==> src/rtl/fetch_pkg.sv <==
// Shared definitions for the instruction fetch controller: FSM encoding and PC constants.
package fetch_pkg;

  typedef enum logic [1:0] {
    StIdle = 2'd0,
    StReq  = 2'd1,
    StWait = 2'd2,
    StHold = 2'd3
  } fetch_state_e;

  localparam logic [31:0] RESET_PC_DEFAULT = 32'h0000_3000;
  localparam logic [31:0] PC_INCR          = 32'd4;

endpackage

==> src/rtl/fetch_ctrl.sv <==
// Instruction fetch controller: one outstanding imem request, one-entry decode buffer.
// Optional macro FETCH_CTRL_ALIGN_CHK_EN rejects misaligned redirect targets and flags addr_err.
module fetch_ctrl
  import fetch_pkg::*;
#(
  parameter logic [31:0] RESET_PC = RESET_PC_DEFAULT
) (
  input  logic        clk,
  input  logic        reset_n,
  output logic        imem_req,
  output logic [31:0] imem_addr,
  input  logic        imem_gnt,
  input  logic        imem_rvalid,
  input  logic [31:0] imem_rdata,
  output logic        instr_valid,
  output logic [31:0] instr,
  output logic [31:0] instr_pc,
  input  logic        instr_ready,
  input  logic        redirect,
  input  logic [31:0] redirect_pc,
  output logic        addr_err
);

  fetch_state_e r_state, w_state_nxt;
  logic [31:0]  r_fetch_pc, w_fetch_pc_nxt;
  logic         r_kill, w_kill_nxt;
  logic [31:0]  r_instr, r_instr_pc;
  logic         w_load;
  logic         w_active;
  logic         w_redir;
  logic [31:0]  w_target;

  assign w_active = (r_state != StIdle);

`ifdef FETCH_CTRL_ALIGN_CHK_EN
  logic w_misaligned;
  logic r_addr_err;

  assign w_misaligned = (redirect_pc[1:0] != 2'b00);
  assign w_redir      = redirect && w_active && !w_misaligned;
  assign w_target     = redirect_pc;

  always_ff @(posedge clk or negedge reset_n) begin
    if (!reset_n) begin
      r_addr_err <= 1'b0;
    end else begin
      r_addr_err <= redirect && w_active && w_misaligned;
    end
  end

  assign addr_err = r_addr_err;
`else
  assign w_redir  = redirect && w_active;
  assign w_target = redirect_pc & 32'hFFFF_FFFC;
  assign addr_err = 1'b0;
`endif

  always_ff @(posedge clk or negedge reset_n) begin
    if (!reset_n) begin
      r_state    <= StIdle;
      r_fetch_pc <= RESET_PC;
      r_kill     <= 1'b0;
      r_instr    <= 32'h0;
      r_instr_pc <= 32'h0;
    end else begin
      r_state    <= w_state_nxt;
      r_fetch_pc <= w_fetch_pc_nxt;
      r_kill     <= w_kill_nxt;
      if (w_load) begin
        r_instr    <= imem_rdata;
        r_instr_pc <= r_fetch_pc;
      end
    end
  end

  always_comb begin
    w_state_nxt    = r_state;
    w_fetch_pc_nxt = r_fetch_pc;
    w_kill_nxt     = r_kill;
    w_load         = 1'b0;
    unique case (r_state)
      StIdle: w_state_nxt = StReq;
      StReq: begin
        if (w_redir) w_fetch_pc_nxt = w_target;
        // A granted request for the old address must be dropped when it returns.
        if (imem_gnt) begin
          w_state_nxt = StWait;
          w_kill_nxt  = w_redir;
        end
      end
      StWait: begin
        if (w_redir) w_fetch_pc_nxt = w_target;
        if (imem_rvalid) begin
          if (r_kill || w_redir) begin
            w_kill_nxt  = 1'b0;
            w_state_nxt = StReq;
          end else begin
            w_load         = 1'b1;
            w_fetch_pc_nxt = r_fetch_pc + PC_INCR;
            w_state_nxt    = StHold;
          end
        end else if (w_redir) begin
          w_kill_nxt = 1'b1;
        end
      end
      StHold: begin
        if (w_redir) begin
          w_fetch_pc_nxt = w_target;
          w_state_nxt    = StReq;
        end else if (instr_ready) begin
          w_state_nxt = StReq;
        end
      end
      default: w_state_nxt = StIdle;
    endcase
  end

  assign imem_req    = (r_state == StReq);
  assign imem_addr   = imem_req ? r_fetch_pc : 32'h0;
  assign instr_valid = (r_state == StHold);
  assign instr       = r_instr;
  assign instr_pc    = r_instr_pc;

endmodule

==> config.mk <==
export PLATFORM = sky130hd
export DESIGN_NAME = fetch_ctrl
export DESIGN_NICKNAME = d
export VERILOG_FILES = /design/src/rtl/fetch_pkg.sv /design/src/rtl/fetch_ctrl.sv
export SDC_FILE = /design/constraint.sdc
export NUM_CORES = 1
export LEC_CHECK = 0
export BUFFER_PORTS_ARGS = -buffer_cell sky130_fd_sc_hd__buf_2
export CAP_MARGIN = 40
export CORE_MARGIN = 3
export CORE_UTILIZATION = 35
export CTS_BUF_LIST = sky130_fd_sc_hd__clkbuf_8
export DETAILED_ROUTE_END_ITERATION = 8
export HOLD_SLACK_MARGIN = 0.08
export PLACE_DENSITY_LB_ADDON = 0.1
export SYNTH_ARGS = -nofsm -noshare
export SYNTH_HDL_FRONTEND = slang
export SYNTH_SLANG_ARGS = --single-unit
==> constraint.sdc <==
create_clock -name clk -period 6.45 [get_ports clk]
set_input_delay 0.3225 -clock clk [delete_from_list [all_inputs] [get_ports clk]]
set_output_delay 0.3225 -clock clk [all_outputs]
set_load 0.1 [all_outputs]
==> results by group <==
Worst setup path
  • CP endpoint kind: register
  • Crit path kind: reg2reg
  • Number of cells on the critical path: 6
  • Critical path startpoint category: register
  • Critical path required time: slightly below 7000 ps
  • CP delay by family, top: simple AND/OR/NAND/NOR gates
  • Arrival time at the worst endpoint: between 3000 and 4000 ps
  • CP max FO: 10
  • CP max-delay cell: or4b_1
  • Worst path buffer plus inverter count: 0
  • Worst stage delay on the critical path: roughly 740 ps
  • Worst r2r path cells: 6
  • Crit path cell chain: ha_1, or4b_1, or4_4, nor4_2, mux2_1, o221ai_2

Global routing
  • GR peak layer: met2
  • Antenna violations before repair: 0
  • Vias in the first global route: around 4,100
  • Global-route wire length before repair: ~21,000 um
  • Met3 usage: 0.0400
  • Pin count of the biggest net entering global routing: 67
  • GR Util met2: 0.285
  • GR Overflow Total: 0
  • All-layer global routing usage: 0.175
  • Met1 usage in global routing: 0.229

Synthesis
  • Top cells by count, synth: dfrtp_1 (97), mux2_2 (64), a21oi_1 (35)
  • Synth Cell Area: between 4000 and 5000 um^2
  • Count leader, synth: dfrtp_1
  • Syn_nets: roughly 530
  • EDFF count, synth: 0
  • Synth Register Bits: between 90 and 100
  • Cell taking the most area after synthesis: dfrtp_1
  • Syn_area_per_cell: about 11 um^2
  • Distinct cells, synth: 50
  • Synthesized instance count: 454
  • Register area share after synthesis: 0.509
  • Synth warnings: 0
  • Ranking of synthesized cells by area: dfrtp_1 (50%), mux2_2 (15%), and2_1 (4.2%), a21oi_1 (3.6%), nor2_1 (2.5%)
  • Top FF cell, synth: dfrtp_1
  • Yosys top cell area share: 0.498
  • Async SR Flop Fraction: 1.00

CTS
  • CTS hold repair buffers: 1
  • H-tree Lvls: 3
  • Clock sink total: between 90 and 100
  • CTS root buf: clkbuf_8
  • Setup Buffers After CTS: 0
  • Later-pin clock latency in the skew report: around 380 ps
  • # resized after CTS: 0
  • CTS tree: built
  • CTS max path bufs: 2
  • Clk slew on worst S/H paths: around 100 ps
  • CTS buffer count: 9

Layout
  • Area grow syn2layout: 24.3%
  • Net count, final: about 700
  • Fraction of layout cells with a size suffix above 1: 0.431
  • Antenna diode count: 0

Job
  • Max-Cap Viols: 0

Routing
  • DRC Markers: 0
  • Antenna viol nets, final: 0
  • Vias: around 4,000
  • First-pass detailed-route iteration total: 4
  • Initial DRC Count: about 200
  • WL final: roughly 13,000 um
  • Via/cell ratio: 5.19
  • Routed WL per cell: between 15 and 20 um

Floorplan
  • Die W: 124 um
  • # rows: between 40 and 50
  • Initial Util: 0.362
  • Die area: around 15,000 um^2
  • Io pins: 169
  • Core footprint: approximately 13,000 um^2
  • Die Y: about 120 um

Timing
  • Slew @ Worst Pin: 835 ps
  • Fin Setup TNS: 0 ps
  • Final setup violation count: 0
  • Final Hold Viols: 0
  • Fin. max-slew vios: 0
  • Worst clock skew: roughly 17 ps
  • Fmax: 0.345 GHz
  • Final Critical Period: approximately 2900 ps
  • Period utilisation layout: 0.449
  • Slew headroom: 0.443
  • RSZ-0062 raised after global routing: no

Hold path
  • Hold WC Path Type: in2reg
  • Hold depth: 2

Status
  • Status: finished clean

Place
  • GPL Wtd Cong: 0.769
  • Detail Placement HPWL: 9090 um
  • Port Buffers: roughly 170
layer usage:
metal  wire length, um  up-vias
li1                  -     1954
met1              5580     1984
met2              6120      139
met3              1040       14
met4               231        0
met5                 0        -
registers in the layout, summed over array words and instances, names as in the netlist:
register / flops
r_state: 2
r_fetch_pc: 32
instr: 32
instr_pc: 32
r_kill: 1
metrics by stage:
| stage | cell area, um^2 | cells | setup WS [ps] | hold WS (ps) | util |
|---|---|---|---|---|---|
| 6_report | 6060 | 788 | 3550 | 162 | 0.450 |
| 5_1_grt | 6060 | 788 | 3440 | 148 | 0.450 |
| 4_1_cts | 6060 | 788 | 3530 | 143 | 0.450 |
| 3_5_place_dp | 5860 | 772 | 3550 | 370 | 0.435 |
| 3_3_place_gp | 5860 | 772 | 3610 | 371 | 0.435 |
| 2_1_floorplan | 4870 | 454 | 3140 | 26.9 | - |
worst paths after layout:
kind | from | end | slack (ps)
worst max-delay path | r_state[0]$_DFFE_PN0P_ | r_fetch_pc[28]$_DFFE_PN0P_ | 3550
worst min-delay path | imem_rdata[10] | instr[10]$_DFFE_PN0P_ | 160
worst max register to register | r_state[0]$_DFFE_PN0P_ | r_fetch_pc[28]$_DFFE_PN0P_ | 3550
worst min register to register | instr_pc[31]$_DFFE_PN0P_ | instr_pc[31]$_DFFE_PN0P_ | 510
max in group asynchronous | reset_n | r_fetch_pc[25]$_DFFE_PN0P_ | 4850
min in group asynchronous | reset_n | instr_pc[20]$_DFFE_PN0P_ | 480
cells in the final DEF, fill, tap and decap left out, types with 7 or more instances in the layout:
cell type    n
buf_2      164
dfrtp_1     97
mux2_2      64
a21oi_1     35
and2_1      33
nor2_1      32
nand2_1     28
nand3_1     19
o22ai_1     13
inv_1       10
clkbuf_8     9
nand4_1      8
nor3_1       8
o21ai_0      8
buf_4        8
ha_1         7
cell families after synthesis:
family | count (synthesis) | synth area share
and+or+nand+nor | 151 | 0.165
muxes | 65 | 0.150
AOI/OAI and AO/OA | 91 | 0.124
buffers and inverters | 40 | 0.0331
DFF | 99 | 0.509
adders and majority gates | 7 | 0.0180
other | 1 | 0.000769
area by class of cell:
type | instances | area (um^2)
tap | 176 | 220
sequential | 99 | 2480
timing repair buffer | 173 | 891
multi-input combinational | 315 | 2240
clock buffer | 9 | 124
clock inverter | 6 | 65.1
inverter | 10 | 37.5
fill | 1350 | 7400
Power is left out: the tool's default activity adds up to more than one toggle a clock period on the data nets, which glitch-free logic cannot reach.
